### src/rtl/mem_writeback.sv
// Write-back stage of the 3-stage RV32I pipeline.
// Performs the data-memory load/store of the instruction held in the EX->WB
// register, aligns and extends load data, drives the register-file write port
// and the forwarding bypass, and stalls the EX->WB register while a memory
// access is outstanding.
module mem_writeback #(
  parameter int unsigned TIMEOUT = 16  // max LOAD_WAIT cycles before bus_err (1..255)
) (
  input  logic        clk,
  input  logic        reset,
  input  logic [31:0] wb_result,
  input  logic [31:0] wb_mem_addr,
  input  logic        wb_mem_write,
  input  logic        wb_mem_to_reg,
  input  logic        wb_alu_to_reg,
  input  logic [4:0]  wb_dest_reg_sel,
  input  logic [1:0]  wb_read_address,
  input  logic [2:0]  mem_alu_operation,
  output logic        dmem_req,
  output logic        dmem_we,
  output logic [31:0] dmem_addr,
  output logic [31:0] dmem_wdata,
  output logic [3:0]  dmem_be,
  input  logic        dmem_ready,
  input  logic        dmem_rvalid,
  input  logic [31:0] dmem_rdata,
  output logic        rf_we,
  output logic [4:0]  rf_waddr,
  output logic [31:0] rf_wdata,
  output logic        fwd_valid,
  output logic [31:0] fwd_data,
  output logic        stall_read,
  output logic        misaligned_err,
  output logic        bus_err
);

  typedef enum logic {
    IDLE,
    LOAD_WAIT
  } state_t;

  localparam logic [7:0] LAST_WAIT = 8'(TIMEOUT - 1);

  state_t      state_q, state_d;
  logic [7:0]  cnt_q, cnt_d;
  logic        misaligned_err_d, bus_err_d;
  logic        rf_we_raw;

  logic        is_store, is_load, misaligned;
  logic [31:0] lane;
  logic [31:0] load_data;
  logic [3:0]  store_be;
  logic [31:0] store_wdata;

  // The memory is word addressed; the byte offset travels separately.
  logic unused_addr_bits;
  assign unused_addr_bits = ^wb_mem_addr[1:0];
  assign dmem_addr        = {wb_mem_addr[31:2], 2'b00};

  // A store wins if both memory flags are ever set together.
  assign is_store   = wb_mem_write;
  assign is_load    = wb_mem_to_reg && !wb_mem_write;
  assign misaligned = (is_store || is_load) &&
                      (((mem_alu_operation[1:0] == 2'b01) && wb_read_address[0]) ||
                       ((mem_alu_operation[1:0] == 2'b10) && (wb_read_address != 2'b00)));

  // Select the addressed byte/halfword lane and sign- or zero-extend it.
  always_comb begin
    lane = dmem_rdata >> {wb_read_address, 3'b000};
    case (mem_alu_operation)
      3'd0:    load_data = {{24{lane[7]}}, lane[7:0]};
      3'd1:    load_data = {{16{lane[15]}}, lane[15:0]};
      3'd4:    load_data = {24'd0, lane[7:0]};
      3'd5:    load_data = {16'd0, lane[15:0]};
      default: load_data = dmem_rdata;
    endcase
  end

  // Byte enables and lane-replicated write data for SB/SH/SW.
  always_comb begin
    case (mem_alu_operation[1:0])
      2'b00: begin
        store_be    = 4'b0001 << wb_read_address;
        store_wdata = {4{wb_result[7:0]}};
      end
      2'b01: begin
        store_be    = wb_read_address[1] ? 4'b1100 : 4'b0011;
        store_wdata = {2{wb_result[15:0]}};
      end
      default: begin
        store_be    = 4'b1111;
        store_wdata = wb_result;
      end
    endcase
  end

  // Next-state and output decode for the load/store handshake.
  always_comb begin
    // NOTE: every output gets a default first so no path through the case infers a latch.
    state_d          = state_q;
    cnt_d            = cnt_q;
    dmem_req         = 1'b0;
    dmem_we          = 1'b0;
    dmem_be          = 4'b0000;
    dmem_wdata       = 32'd0;
    rf_we_raw        = 1'b0;
    rf_wdata         = wb_result;
    stall_read       = 1'b0;
    misaligned_err_d = 1'b0;
    bus_err_d        = 1'b0;

    case (state_q)
      IDLE: begin
        if (misaligned) begin
          misaligned_err_d = 1'b1;
        end else if (is_store) begin
          dmem_req   = 1'b1;
          dmem_we    = 1'b1;
          dmem_be    = store_be;
          dmem_wdata = store_wdata;
          stall_read = !dmem_ready;
        end else if (is_load) begin
          dmem_req = 1'b1;
          dmem_be  = 4'b1111;
          rf_wdata = load_data;
          if (!dmem_ready) begin
            stall_read = 1'b1;
          end else if (dmem_rvalid) begin
            rf_we_raw = 1'b1;
          end else begin
            state_d    = LOAD_WAIT;
            cnt_d      = 8'd0;
            stall_read = 1'b1;
          end
        end else begin
          rf_we_raw = wb_alu_to_reg;
        end
      end

      LOAD_WAIT: begin
        rf_wdata = load_data;
        // Data arriving in the last allowed cycle still counts as a hit.
        if (dmem_rvalid) begin
          rf_we_raw = 1'b1;
          state_d   = IDLE;
        end else if (cnt_q == LAST_WAIT) begin
          bus_err_d = 1'b1;
          state_d   = IDLE;
        end else begin
          cnt_d      = cnt_q + 8'd1;
          stall_read = 1'b1;
        end
      end

      default: state_d = IDLE;
    endcase
  end

  // x0 is hardwired to zero, so it is never written.
  assign rf_we     = rf_we_raw && (wb_dest_reg_sel != 5'd0);
  assign rf_waddr  = wb_dest_reg_sel;
  assign fwd_valid = rf_we;
  assign fwd_data  = rf_wdata;

  // State, wait counter and the registered error pulses.
  always_ff @(posedge clk or negedge reset) begin
    // NOTE: sequential state uses non-blocking assignments so every register samples pre-edge values.
    if (!reset) begin
      state_q        <= IDLE;
      cnt_q          <= 8'd0;
      misaligned_err <= 1'b0;
      bus_err        <= 1'b0;
    end else begin
      state_q        <= state_d;
      cnt_q          <= cnt_d;
      misaligned_err <= misaligned_err_d;
      bus_err        <= bus_err_d;
    end
  end

endmodule

### config.mk
export PLATFORM = sky130hd
export DESIGN_NAME = mem_writeback
export DESIGN_NICKNAME = d
export VERILOG_FILES = /design/src/rtl/mem_writeback.sv
export SDC_FILE = /design/constraint.sdc
export NUM_CORES = 1
export LEC_CHECK = 0
export BUFFER_PORTS_ARGS = -buffer_cell sky130_fd_sc_hd__clkbuf_2
export CORE_AREA = 2 2 99 101
export DETAILED_ROUTE_END_ITERATION = 10
export DIE_AREA = 0 0 101 103
export PLACE_DENSITY = 0.78
export RECOVER_POWER = 100
export SLEW_MARGIN = 30
export SYNTH_ARGS = -nofsm -noshare
export SYNTH_HDL_FRONTEND = slang
export SYNTH_SLANG_ARGS = --single-unit
export TNS_END_PERCENT = 50
### constraint.sdc
create_clock -name clk -period 2.4 [get_ports clk]
set_input_delay 0.36 -clock clk [delete_from_list [all_inputs] [get_ports clk]]
set_output_delay 0.36 -clock clk [all_outputs]
set_load 0.01 [all_outputs]
==> results by stage, run 1 <==
Critical path:
- The worst setup path is launched from a primary input.
- The cell count along the critical path is 7.
- The cell family contributing the most delay on the critical path is simple AND/OR/NAND/NOR gates.
- The critical path class is primary input to primary output.
- The worst register-to-register path ends at cnt_q[2].
- The worst reg-to-reg path cell count is 5.
- Data on the critical path is required at its endpoint by approximately 2.0 ns.
- The setup check on the worst reg-to-reg path leaves a slack of roughly 0.85 ns.
- The arrival time at the worst endpoint is 2.07 ns.
- On the worst path, the slowest cell contributes a delay of roughly 0.65 ns.
- The sum of buffers and inverters on the critical path is 3.
- In this design, the critical path's most frequently occurring cell is clkbuf_2.
- The slowest stage of the critical path is the nor2_1 cell.
- The source of the worst register-to-register timing path is cnt_q[0].
- Traced cell by cell, the critical path runs through clkbuf_2 > xor2_1 > buf_4 > a221oi_1 > nor2_1 > a32o_1 > clkbuf_2.
- The largest fanout on the critical path is 7.
- The worst setup path is captured at a primary output.

Floorplan:
- The die covers 10400 um2.
- The height of the die is 103 um.
- For this design the top-level I/O count stands at ~260.
- The effective utilization at floorplan is a little under a third.
- The core outline area is around 9500 um2.
- The horizontal die dimension is 101 um.
- The floorplan has 36 rows.

Clock network:
- The register clock-pin slew on the reported worst setup and hold paths is ~0.05 ns.
- In this run, CTS created clock tree buffers numbering 3.
- The maximum level of the CTS H-tree is 1.
- CTS saw 11 sinks.
- The clock latency on the worst-skew pair is ~0.24 ns.
- The worst-case clock buffer depth is 2.
- The root cell of the clock tree is clkbuf_8.
- The TritonCTS clock tree is yes.

Detailed routing:
- Dividing the detail-routed via count by the number of cells gives about 5.2.
- After the first detailed-routing iteration, the DRC count stood at roughly 200.
- After detailed routing, the total wire length is about 11000 um.
- The DRC violation count after routing is 0.
- The per-cell routed wire length is around 16 um.
- The routed layout has 3404 vias.
- In this run the remaining antenna-violating nets after routing total 0.
- The first detailed-routing pass took 5 iterations.

Cells and area:
- In the final layout, the share of cells above drive strength 1 is 40.78%.
- The layout net count is 652.
- Summing all non-filler instances in the final layout gives an area of between 3000 and 4000 um2.
- The sequential standard cell area is 275.3 um2.
- Fill cells in the final layout number ~1000.
- From synthesis to final layout, the design area changed by 26.83%.
- The multi-input combinational cell area is about 2000 um2.
- The count of inserted antenna diode cells is 0.

Power:
- The internal portion of total power is 0.0007206 W.
- Per report_power, the sequential group accounts for 17.8% of the total.
- The fraction of power consumed by combinational cells is 68.2%.
- The sum of internal, switching and leakage power is 0.001331 W.
- In this run the static leakage power is roughly 1.8 nW.
- The power density over the cells is 361.7 nW/um2.
- Summed over all nets, the switching power comes to roughly 0.00061 W.
- The worst-case IR drop observed on VDD is roughly 0.00016 V.
- The clock share of power is roughly 14%.
- Net switching is around 46% of the power.

Synthesis:
- For this run, asynchronously set or reset flops after synthesis account for 100.0%.
- The average instance area after synthesis is 7.161 um2.
- The number of warnings issued by yosys is 0.
- Synthesis produced 405 cells.
- The predominant post-synthesis flop cell is dfrtp_1.
- The number of different library cells used by synthesis comes to between 40 and 50.
- Counting flops and latches in the post-synthesis netlist gives 11.
- Summing the sequential cell areas from Yosys gives 9.491% of the chip area.
- Summing every instance area after synthesis gives about 2900 um2.
- The number of enable-type register cells in the synthesized netlist is 0.

Hold path:
- The path with the worst hold slack has its endpoint at state_q.
- The worst hold path begins at dmem_ready.
- The tightest min-delay check is of the primary input to flip-flop type.
- The hold-critical path depth is 3.

GRT:
- The first global-routing pass estimated 14950 um of wire.
- The remaining global-route overflow is 0.
- The total routing resource utilization after global routing is a little under a fifth.
- The largest net degree at the start of global routing is 37.
- The number of antenna violations at the first check in global routing is 0.
- The number of global-route vias before repair is between 2000 and 3000.

Placed design:
- The count of input and output buffers is about 190.
- The pre-CTS setup slack is -0.1464 ns.
- At the end of routability-driven placement, the weighted congestion stood at between 0.7 and 0.8.
- The total placed instance area is 3557 um2.
- Detailed placement ended at an HPWL of between 8000 and 9000 um.

Timing:
- The post-route clock period utilization is 101.2%.
- The total of endpoints with negative setup slack in the final report is 8.
- For this run, the top clock speed supported by timing is a little over 400 MHz.
- The count of final max-slew check failures was 0.
- The time the final worst path needs with I/O delays and setup is about 2.4 ns.
- Adding up every negative setup slack in the final design gives -0.09752 ns.
- The hold violation count in the final report is 0.
- The final setup skew is between 0.004 and 0.005 ns.
- Setup repair after global routing could not meet its margin everywhere.
- The relative slew slack is between 40% and 50%.
- At the pin with the least slew margin, the transition time is around 0.83 ns.
- The final critical-path setup slack is -0.02982 ns.

Outcome:
- The final reports fail on negative setup slack.
- The run finished, with violations left.

Run:
- The number of maximum-capacitance constraint violations is 0.
## cell usage in the layout (no fill, tap or decap), drive strengths merged, types with 7 or more instances in the layout
master	count
clkbuf	197
nand2	48
nor2	45
mux2i	29
buf	28
o21ai	23
a21oi	22
a2bb2oi	18
mux2	17
nand2b	13
dfrtp	11
a22oi	9
and2	8
o211ai	7
a32o	7
nor2b	7
## power by group through the flow
| stage | logic [W] | clock network, W | registers, W |
|---|---|---|---|
| floorplan | 0.000639 | 0 | 0.000234 |
| global placement | 0.000872 | 0 | 0.000238 |
| detailed placement | 0.000882 | 0 | 0.000239 |
| CTS | 0.000888 | 0.000188 | 0.000237 |
| global route | 0.00100 | 0.000198 | 0.000242 |
| finish | 0.000908 | 0.000185 | 0.000238 |
## cells by family (layout without fill, tap and decap cells)
group,count (synthesis),after routing,share of synthesized area [%]
muxes,46,46,17.00
DFF,11,11,9.491
xor gates and xnor gates,4,4,1.208
and+or+nand+nor,135,135,21.40
other,1,2,0.1293
AOI/OAI and AO/OA,105,105,26.66
adders and majority gates,1,1,0.4313
buffers and inverters,102,233,23.68
## sequential cells by signal, indices dropped and copies added, names as in the netlist
name / flops
cnt_q: 8
state_q: 1
misaligned_err: 1
bus_err: 1
## through the flow
step	util (%)	hold slack (ns)	std cells
after floorplan	-	0.06441	406
after global routing	38.89	0.4282	651
after global placement	37.61	0.2487	644
after CTS	38.29	0.4050	649
final	38.89	0.4051	651
after detailed placement	37.61	0.2480	644
## worst min-delay path, stage by stage
cell and delay, ns:
clkbuf_2 0.11, nand3_1 0.08, a21oi_1 0.06
## synthesized netlist by cell type (all sizes together), types with 2 or more instances
cell | number | share of area, %
o21ai | 23 | 4.0
nand2 | 48 | 6.5
nor2 | 45 | 5.8
clkbuf | 9 | 1.2
nor3 | 3 | 0.52
nand3 | 4 | 0.69
mux2i | 29 | 10
nand2b | 13 | 2.8
o2bb2ai | 4 | 1.2
a21o | 2 | 0.52
a32o | 7 | 2.4
and3 | 2 | 0.43
o22a | 2 | 0.60
a22oi | 9 | 2.8
mux2 | 17 | 7.0
dfrtp | 11 | 9.5
buf | 88 | 22
o211ai | 7 | 1.8
inv | 5 | 0.65
a21oi | 22 | 3.8
a32oi | 2 | 1.3
a211oi | 3 | 0.78
a2bb2oi | 18 | 5.4
nor2b | 7 | 1.5
xnor2 | 3 | 0.91
and2 | 8 | 1.7
## routing by layer
metal | share of wire [%] | track usage [%] | vias up
met3 | 6.8 | 1.695 | 25
met5 | 0 | 0 | -
li1 | - | - | 1626
met4 | 1.8 | 5.509 | 0
met1 | 44 | 26.37 | 1584
met2 | 47 | 29.28 | 169
## cell type report
cell class	count	area share [%]
clock buffer	3	1.122
clock inverter	1	0.1361
inverter	5	0.6122
multi-input combinational	293	55.00
sequential	11	7.483
tap	114	3.878
timing repair buffer	223	31.56
timing repair inverter	1	0.2041
## worst max-delay path by stage
stage	from	to
final	mem_alu_operation[1]	fwd_data[14]
after detailed placement	wb_read_address[0]	rf_wdata[0]
after global placement	wb_read_address[0]	rf_wdata[0]
after CTS	wb_read_address[0]	fwd_data[19]
after global routing	mem_alu_operation[1]	rf_wdata[12]
after floorplan	wb_read_address[0]	rf_wdata[21]
## repair_timing
action	4_1_cts	5_1_grt
gates cloned	0	1
hold endpoints to repair	11	0
hold buffers	1	0
resized for setup	2	20
endpoints found under the setup margin	38	53
pin swaps	0	3
buffers inserted	0	1
No activity file was read; power rests on OpenSTA's default activity.
==> run 2, diff against run 1 <==
Settings changed: CELL_PAD_IN_SITES_DETAIL_PLACEMENT from default to 0, CELL_PAD_IN_SITES_GLOBAL_PLACEMENT from default to 1, CORE_AREA 2 2 99 101 to default, CORE_UTILIZATION from default to 25, DIE_AREA 0 0 101 103 to default, PLACE_DENSITY 0.78 to 0.93.
==> results by stage, run 2 (synthesis results as in run 1) <==
GRT:
- The number of antenna violations at the first check in global routing was 0 (unchanged).
- The met2 demand-to-capacity share in global routing was 28.75% (-0.53 points).
- The global routing usage on met3 was 1.008% (-0.69 points).
- The remaining global-route overflow is 0 (unchanged).
- The largest net degree at the start of global routing is 26 (-30%).
- The layer flagged by global routing as most heavily used is met2.
- The wire length of the first global-routing pass is 15490 um (+3.6%).
- The number of global-route vias before repair was 3007 (+4.7%).
- The met1 layer usage reported by global route is 22.29% (-4.1 points).
- The total routing resource utilization after global routing was 16.59% (-1.8 points).

Clock network:
- The total clock buffers created by CTS is 3 (unchanged).
- The hold-fix buffer count after cts is 0 (-1).
- The clock latency on the worst-skew pair is 0.23 ns (about the same).
- The worst-case clock buffer depth is 2 (unchanged).
- The root cell of the clock tree is clkbuf_16.
- The maximum level of the CTS H-tree is 1 (unchanged).
- The TritonCTS clock tree is yes.
- The count of clock tree sinks is 11 (unchanged).
- The register clock-pin slew on the reported worst setup and hold paths is 0.04 ns (about the same).

Placed design:
- The placer congestion estimate came to 0.8137 (+3.1%).
- The pre-CTS setup slack is -0.02668 ns (+0.1197 ns).
- The detailed placer's ending HPWL is 8541 um (+2.8%).
- The total instance count after detailed placement is 669 (+3.9%).
- The count of input and output buffers is 192 (unchanged).

Timing:
- The post-route clock period utilization is 97.00% (-4.2 points).
- The total of endpoints with negative setup slack in the final report is 0 (-8).
- The sum of negative setup slack was 0 ns (+0.09752 ns).
- The final critical-path setup slack is 0.07198 ns (+0.1018 ns).
- The relative slew slack is 50.30% (+5.7 points).
- The pin slew with the least headroom to its limit is 0.7386 ns (-0.08947 ns).
- The final setup skew is 0.001289 ns (-0.003636 ns).
- The hold violation count in the final report was 0 (unchanged).
- The count of final max-slew check failures is 0 (unchanged).
- The worst-case hold slack is 0.1067 ns (-0.2984 ns).
- Setup repair after global routing left no endpoint under its margin.
- The time the final worst path needs with I/O delays and setup is 2.328 ns (-0.1018 ns).
- The upper clock frequency limit is 429.6 MHz (+4.4%).

Critical path:
- The setup slack of the worst register-to-register path came to 0.63 ns (-0.22 ns).
- The terminus of the critical flop-to-flop path is cnt_q[1].
- The worst setup path is launched from a primary input.
- The longest individual stage delay on the worst path was 0.38 ns (-0.27 ns).
- The worst reg-to-reg path cell count is 4 (-1).
- The worst setup path is captured at a primary output.
- The critical path class is primary input to primary output.
- The launch point of the worst path is wb_read_address[0].
- The critical path's slowest cell is mux2_2.
- The worst endpoint required time came to 2.04 ns (about the same).
- Traced cell by cell, the critical path runs through clkbuf_4 > mux2_2 > or3_4 > a32oi_4 > buf_12 > a2bb2oi_1 > clkbuf_2.
- The largest fanout on the critical path is 12 (+5).
- In this run the critical register-to-register path is launched from cnt_q[5].
- The arrival time at the worst endpoint is 1.97 ns (-0.10 ns).

Power:
- The worst vdd rail ir drop is 0.0001992 V (+27%).
- The leakage power is 1.755 nW (-2.4%).
- The power density over the cells is 385.5 nW/um2 (+6.6%).
- The sum of internal, switching and leakage power came to 0.001416 W (+6.4%).

Detailed routing:
- The number of nets still failing antenna checks after routing is 0 (unchanged).
- The per-cell routed wire length is 15.83 um (-3.9%).
- The number of iterations in the first detailed-routing pass is 4 (-1).
- The aggregate routed wire length is 10680 um (-0.31%).
- The per-cell via count in the routed design is 4.954 (-5.3%).
- The DRC violation count after routing came to 0 (unchanged).
- The via count of the routed design is 3344 (-1.8%).
- The first-iteration detailed-routing DRC count is 174 (-13%).

Cells and area:
- The total of fill cells in the finished design came to 1250 (+23%).
- The proportion of layout cells with a drive suffix above 1 is 37.01% (-3.8 points).
- Counting flops per register, the top entry is cnt_q.
- The post-route non-filler standard cell count is 675 (+3.7%).
- The multi-input combinational cell area is 1949 um2 (-3.6%).
- The area added between synthesis and finish is 26.62%.
- The library cell used most frequently in the layout, excluding fill and tap cells, is clkbuf_2.
- Leaving out fill and tap cells, the most frequent cells in the layout are 140 x clkbuf_2, 56 x clkbuf_1, 47 x nand2_1.
- The count of inserted antenna diode cells came to 0 (unchanged).
- The sequential standard cell area is 275.3 um2 (unchanged).
- The flip-flop count of the largest register after layout was 8 (unchanged).
- The layout net count is 650 (-0.31%).

Floorplan:
- The die footprint is 12040 um2 (+16%).
- The total I/O pin count is 257 (unchanged).
- The height of the die came to 109.7 um (+6.5%).
- The number of core rows is 38 (+5.6%).
- The horizontal die dimension came to 109.7 um (+8.6%).
- The effective utilization at floorplan is 26.18% (-4.5 points).
- The core outline area came to 11080 um2 (+17%).

Hold path:
- The tightest min-delay check is of the primary input to asynchronous set/reset pin type.

Outcome:
- The run finished with clean final reports.

Run:
- The number of maximum-capacitance constraint violations came to 0 (unchanged).
[run 2: changes by cell type in the layout (fill, tap and decap cells not counted), sizes merged]
cell         change
buf              -4
clkbuf           +5
clkinv           -1
dlygate4sd3      -1
inv              -1
[run 2: timing repair]
action,CTS,global route
endpoints found under the setup margin,4,68
gates resized for setup,1,12
buffers inserted,0,2
pin swaps,0,2
cloned,0,0
[run 2: per-stage QoR]
| stage | cell area, um2 | utilization [%] |
|---|---|---|
| after floorplan | 2904 | - |
| after global placement | 3632 | 32.79 |
| after detailed placement | 3632 | 32.79 |
| after CTS | 3714 | 33.52 |
| after global routing | 3672 | 33.15 |
| final | 3672 | 33.15 |
[run 2: cell type report]
type | instances | share of cell area, %
timing repair buffer | 222 | 31.79
sequential | 11 | 7.496
tap | 140 | 4.770
clock buffer | 4 | 2.147
multi-input combinational | 293 | 53.08
inverter | 5 | 0.7155
[run 2: where the power goes]
group	switching [W]	total [W]	internal (W)
combinational	0.000494	0.000875	0.000381
clock	0.0000797	0.000303	0.000223
sequential	0.0000284	0.000238	0.000210
[run 2: critical path, delay by kind of cell]
family          cells  cell delay, ns
compound gates      2            0.39
buf+inv             3            0.48
mux                 1            0.38
simple gates        1            0.35
[run 2: per-layer routing]
metal / part of all wire (%) / vias to the layer above
li1: - / 1622
met1: 44 / 1557
met2: 49 / 145
met3: 6.0 / 20
met4: 1.5 / 0
met5: 0 / -
[run 2: how the worst max path moves through the flow]
stage                        end  slack [ns]  depth (start not counted)
floorplan           rf_wdata[21]        0.22                          7
global placement     fwd_data[9]        0.03                          7
detailed placement   fwd_data[9]       -0.03                          7
CTS                  fwd_data[4]        0.01                          7
global route        rf_wdata[31]       0.002                          7
finish              rf_wdata[18]        0.07                          7
==> run 3, diff against run 2 <==
Clock period 2.4 ns to 2.6 ns, I/O delays scaled along.
==> results by stage, run 3 (synthesis results as in run 1) <==
Outcome:
- The flow ran to the end, and the final reports show no timing, DRC or antenna violations.

Power:
- The switching fraction of total power is 43.65% (+1.1 points).
- The leakage power is 1.601 nW (-8.8%).
- The internal portion of total power is 0.0007124 W (-12%).
- The worst vdd rail ir drop is 0.0002314 V (+16%).
- The clock share of power is 22.2% (+0.8 points).
- The power density over the cells is 361.6 nW/um2 (-6.2%).
- The power spent charging and discharging nets is 0.0005518 W (-8.3%).
- The share of power burned in registers is 17.3% (+0.5 points).
- The fraction of power consumed by combinational cells was 60.5% (-1.3 points).

Floorplan:
- The core outline area came to 11080 um2 (unchanged).
- The height of the die is 109.7 um (unchanged).
- The effective utilization at floorplan is 26.18% (unchanged).
- The die footprint is 12040 um2 (unchanged).
- The number of core rows is 38 (unchanged).
- The horizontal die dimension is 109.7 um (unchanged).
- The total I/O pin count is 257 (unchanged).

Critical path:
- The arrival time at the worst endpoint came to 2.10 ns (+0.13 ns).
- The critical path's top delay family is buffers and inverters.
- The slowest stage of the critical path is the a221o_1 cell.
- The signal on the critical path passes through clkbuf_2 > buf_4 > a221o_1 > nand2_4 > clkbuf_2 > mux2_4 > clkbuf_1.
- The longest individual stage delay on the worst path came to 0.46 ns (+0.08 ns).
- The largest fanout on the critical path is 12 (unchanged).
- The setup path with the least slack is of type primary input to primary output.
- The sum of buffers and inverters on the critical path is 4 (+1).
- The startpoint type of the worst setup path is a primary input.
- In this design, the critical path's most frequently occurring cell is clkbuf_2.
- The worst endpoint required time came to 2.21 ns (+0.17 ns).
- The endpoint kind of the worst setup timing path is a primary output.

Timing:
- The final setup skew is 0.001482 ns (+0.0001928 ns).
- The sum of negative setup slack is 0 ns (unchanged).
- The total of endpoints with negative setup slack in the final report is 0 (unchanged).
- The upper clock frequency limit is 402.3 MHz.
- The relative slew slack is 43.18% (-7.1 points).
- Setup repair after global routing left no endpoint under its margin.
- The worst-case hold slack is 0.1417 ns (+0.03503 ns).
- The final critical path takes up between 90% and 100% of the cycle.
- The pin slew with the least headroom to its limit is 0.8505 ns (+0.1119 ns).
- The count of final max-slew check failures came to 0 (unchanged).
- The hold violation count in the final report was 0 (unchanged).
- The time the final worst path needs with I/O delays and setup is ~2.5 ns.

Detailed routing:
- The per-cell routed wire length is 15.89 um (+0.41%).
- The per-cell via count in the routed design is 4.934 (-0.41%).
- The aggregate routed wire length is 10550 um (-1.2%).
- The number of nets still failing antenna checks after routing is 0 (unchanged).
- The number of iterations in the first detailed-routing pass is 5 (+1).
- The DRC violation count after routing is 0 (unchanged).
- The via count of the routed design came to 3276 (-2.0%).
- The first-iteration detailed-routing DRC count came to 192 (+10%).

GRT:
- The met2 demand-to-capacity share in global routing is 27.94% (-0.81 points).
- The met1 layer usage reported by global route is 22.33% (+0.032 points).
- The wire length of the first global-routing pass was 15270 um (-1.4%).
- The total routing resource utilization after global routing was 16.42% (-0.17 points).
- The largest net degree at the start of global routing is 54 (+110%).
- The remaining global-route overflow is 0 (unchanged).
- The global routing usage on met3 is 1.660% (+0.65 points).
- The layer flagged by global routing as most heavily used is met2.
- The number of global-route vias before repair was 2945 (-2.1%).
- The number of antenna violations at the first check in global routing is 0 (unchanged).

Clock network:
- The maximum level of the CTS H-tree was 1 (unchanged).
- The total clock buffers created by CTS is 3 (unchanged).
- The post-cts gate resize count is 0 (-1).
- The register clock-pin slew on the reported worst setup and hold paths is 0.04 ns (about the same).
- The hold-fix buffer count after cts is 0 (unchanged).
- The clock latency on the worst-skew pair was 0.24 ns (about the same).
- The worst-case clock buffer depth was 2 (unchanged).
- The number of buffers inserted by post-CTS setup repair is 0 (unchanged).
- The count of clock tree sinks is 11 (unchanged).
- The TritonCTS clock tree is yes.
- The root cell of the clock tree is clkbuf_16.

Run:
- The number of maximum-capacitance constraint violations came to 0 (unchanged).

Cells and area:
- The proportion of layout cells with a drive suffix above 1 is 27.48% (-9.5 points).
- The total of fill cells in the finished design is 1288 (+3.0%).
- The count of inserted antenna diode cells is 0 (unchanged).
- The fraction of the core area covered by cells at the end of the flow is 31.56% (-1.6 points).
- The flip-flop count of the largest register after layout is 8 (unchanged).
- In the layout the commonest cells are 105 x clkbuf_2, 90 x clkbuf_1, 47 x nand2_1.
- The layout net count is 639 (-1.7%).
- The most flop-heavy register is cnt_q.
- Compared with the post-synthesis result, the final layout area differs by 20.53%.
- The most common cell after layout, fill and taps aside is clkbuf_2.

Placed design:
- The detailed placer's ending HPWL is 8247 um (-3.4%).
- The placer congestion estimate is 0.7847 (-3.6%).
- The count of input and output buffers is 192 (unchanged).

Hold path:
- The worst hold path belongs to the class primary input to asynchronous set/reset pin.
==> run 3: cell count changes in the layout (fill, tap and decap cells not counted), moves of 3 or more <==
cell | before | now
buf_4 | 18 | 12
clkbuf_1 | 56 | 90
clkbuf_2 | 140 | 105
clkbuf_4 | 3 | 0
==> run 3: path summary, 6_finish.rpt <==
path / from / slack, ns / endpoint / depth (start not counted)
max: wb_read_address[0] / 0.11 / fwd_data[6] / 7
min: reset / 0.14 / misaligned_err / 1
max reg2reg: cnt_q[4] / 0.91 / cnt_q[1] / 4
min reg2reg: cnt_q[7] / 0.55 / cnt_q[7] / 1
max in group asynchronous: reset / 2.06 / cnt_q[0] / 1
min in group clk: dmem_ready / 0.45 / state_q / 3
==> run 3: final cells by class <==
class,instances,area [um2],area share [%]
clock buffer,4,78.83,2.255
inverter,5,18.77,0.5369
multi-input combinational,293,1937,55.40
sequential,11,275.3,7.874
tap,140,175.2,5.011
timing repair buffer,211,1011,28.92
==> run 3: routing by layer <==
| layer | up-vias | share of wire (%) |
|---|---|---|
| li1 | 1602 | - |
| met1 | 1500 | 44 |
| met2 | 154 | 48 |
| met3 | 20 | 6.7 |
| met4 | 0 | 1.1 |
| met5 | - | 0 |
==> run 3: worst reg2reg max path, cell delays in order, from the launching register on <==
cell and delay (ns):
dfrtp_1 0.41, nor4_1 0.63, a21oi_1 0.24, nand2b_1 0.19, o21ai_0 0.14
==> run 3: through the flow <==
step                      setup WS (ns)  area, um2  cells  power (W)
final                            0.1143       3496    664   0.001264
after global routing            0.02050       3496    664   0.001365
after CTS                       0.05382       3618    664   0.001314
after detailed placement        0.05287       3540    660   0.001029
after global placement           0.1120       3540    660   0.001022
after floorplan                  0.3560       2904    406  0.0008061
==> run 3: power groups by stage <==
stage          logic, W  clock network (W)  registers (W)
4_1_cts        0.000810           0.000284       0.000220
3_3_place_gp   0.000802                  0       0.000221
6_report       0.000764           0.000281       0.000219
3_5_place_dp   0.000806                  0       0.000222
2_1_floorplan  0.000590                  0       0.000216
5_1_grt        0.000845           0.000299       0.000220
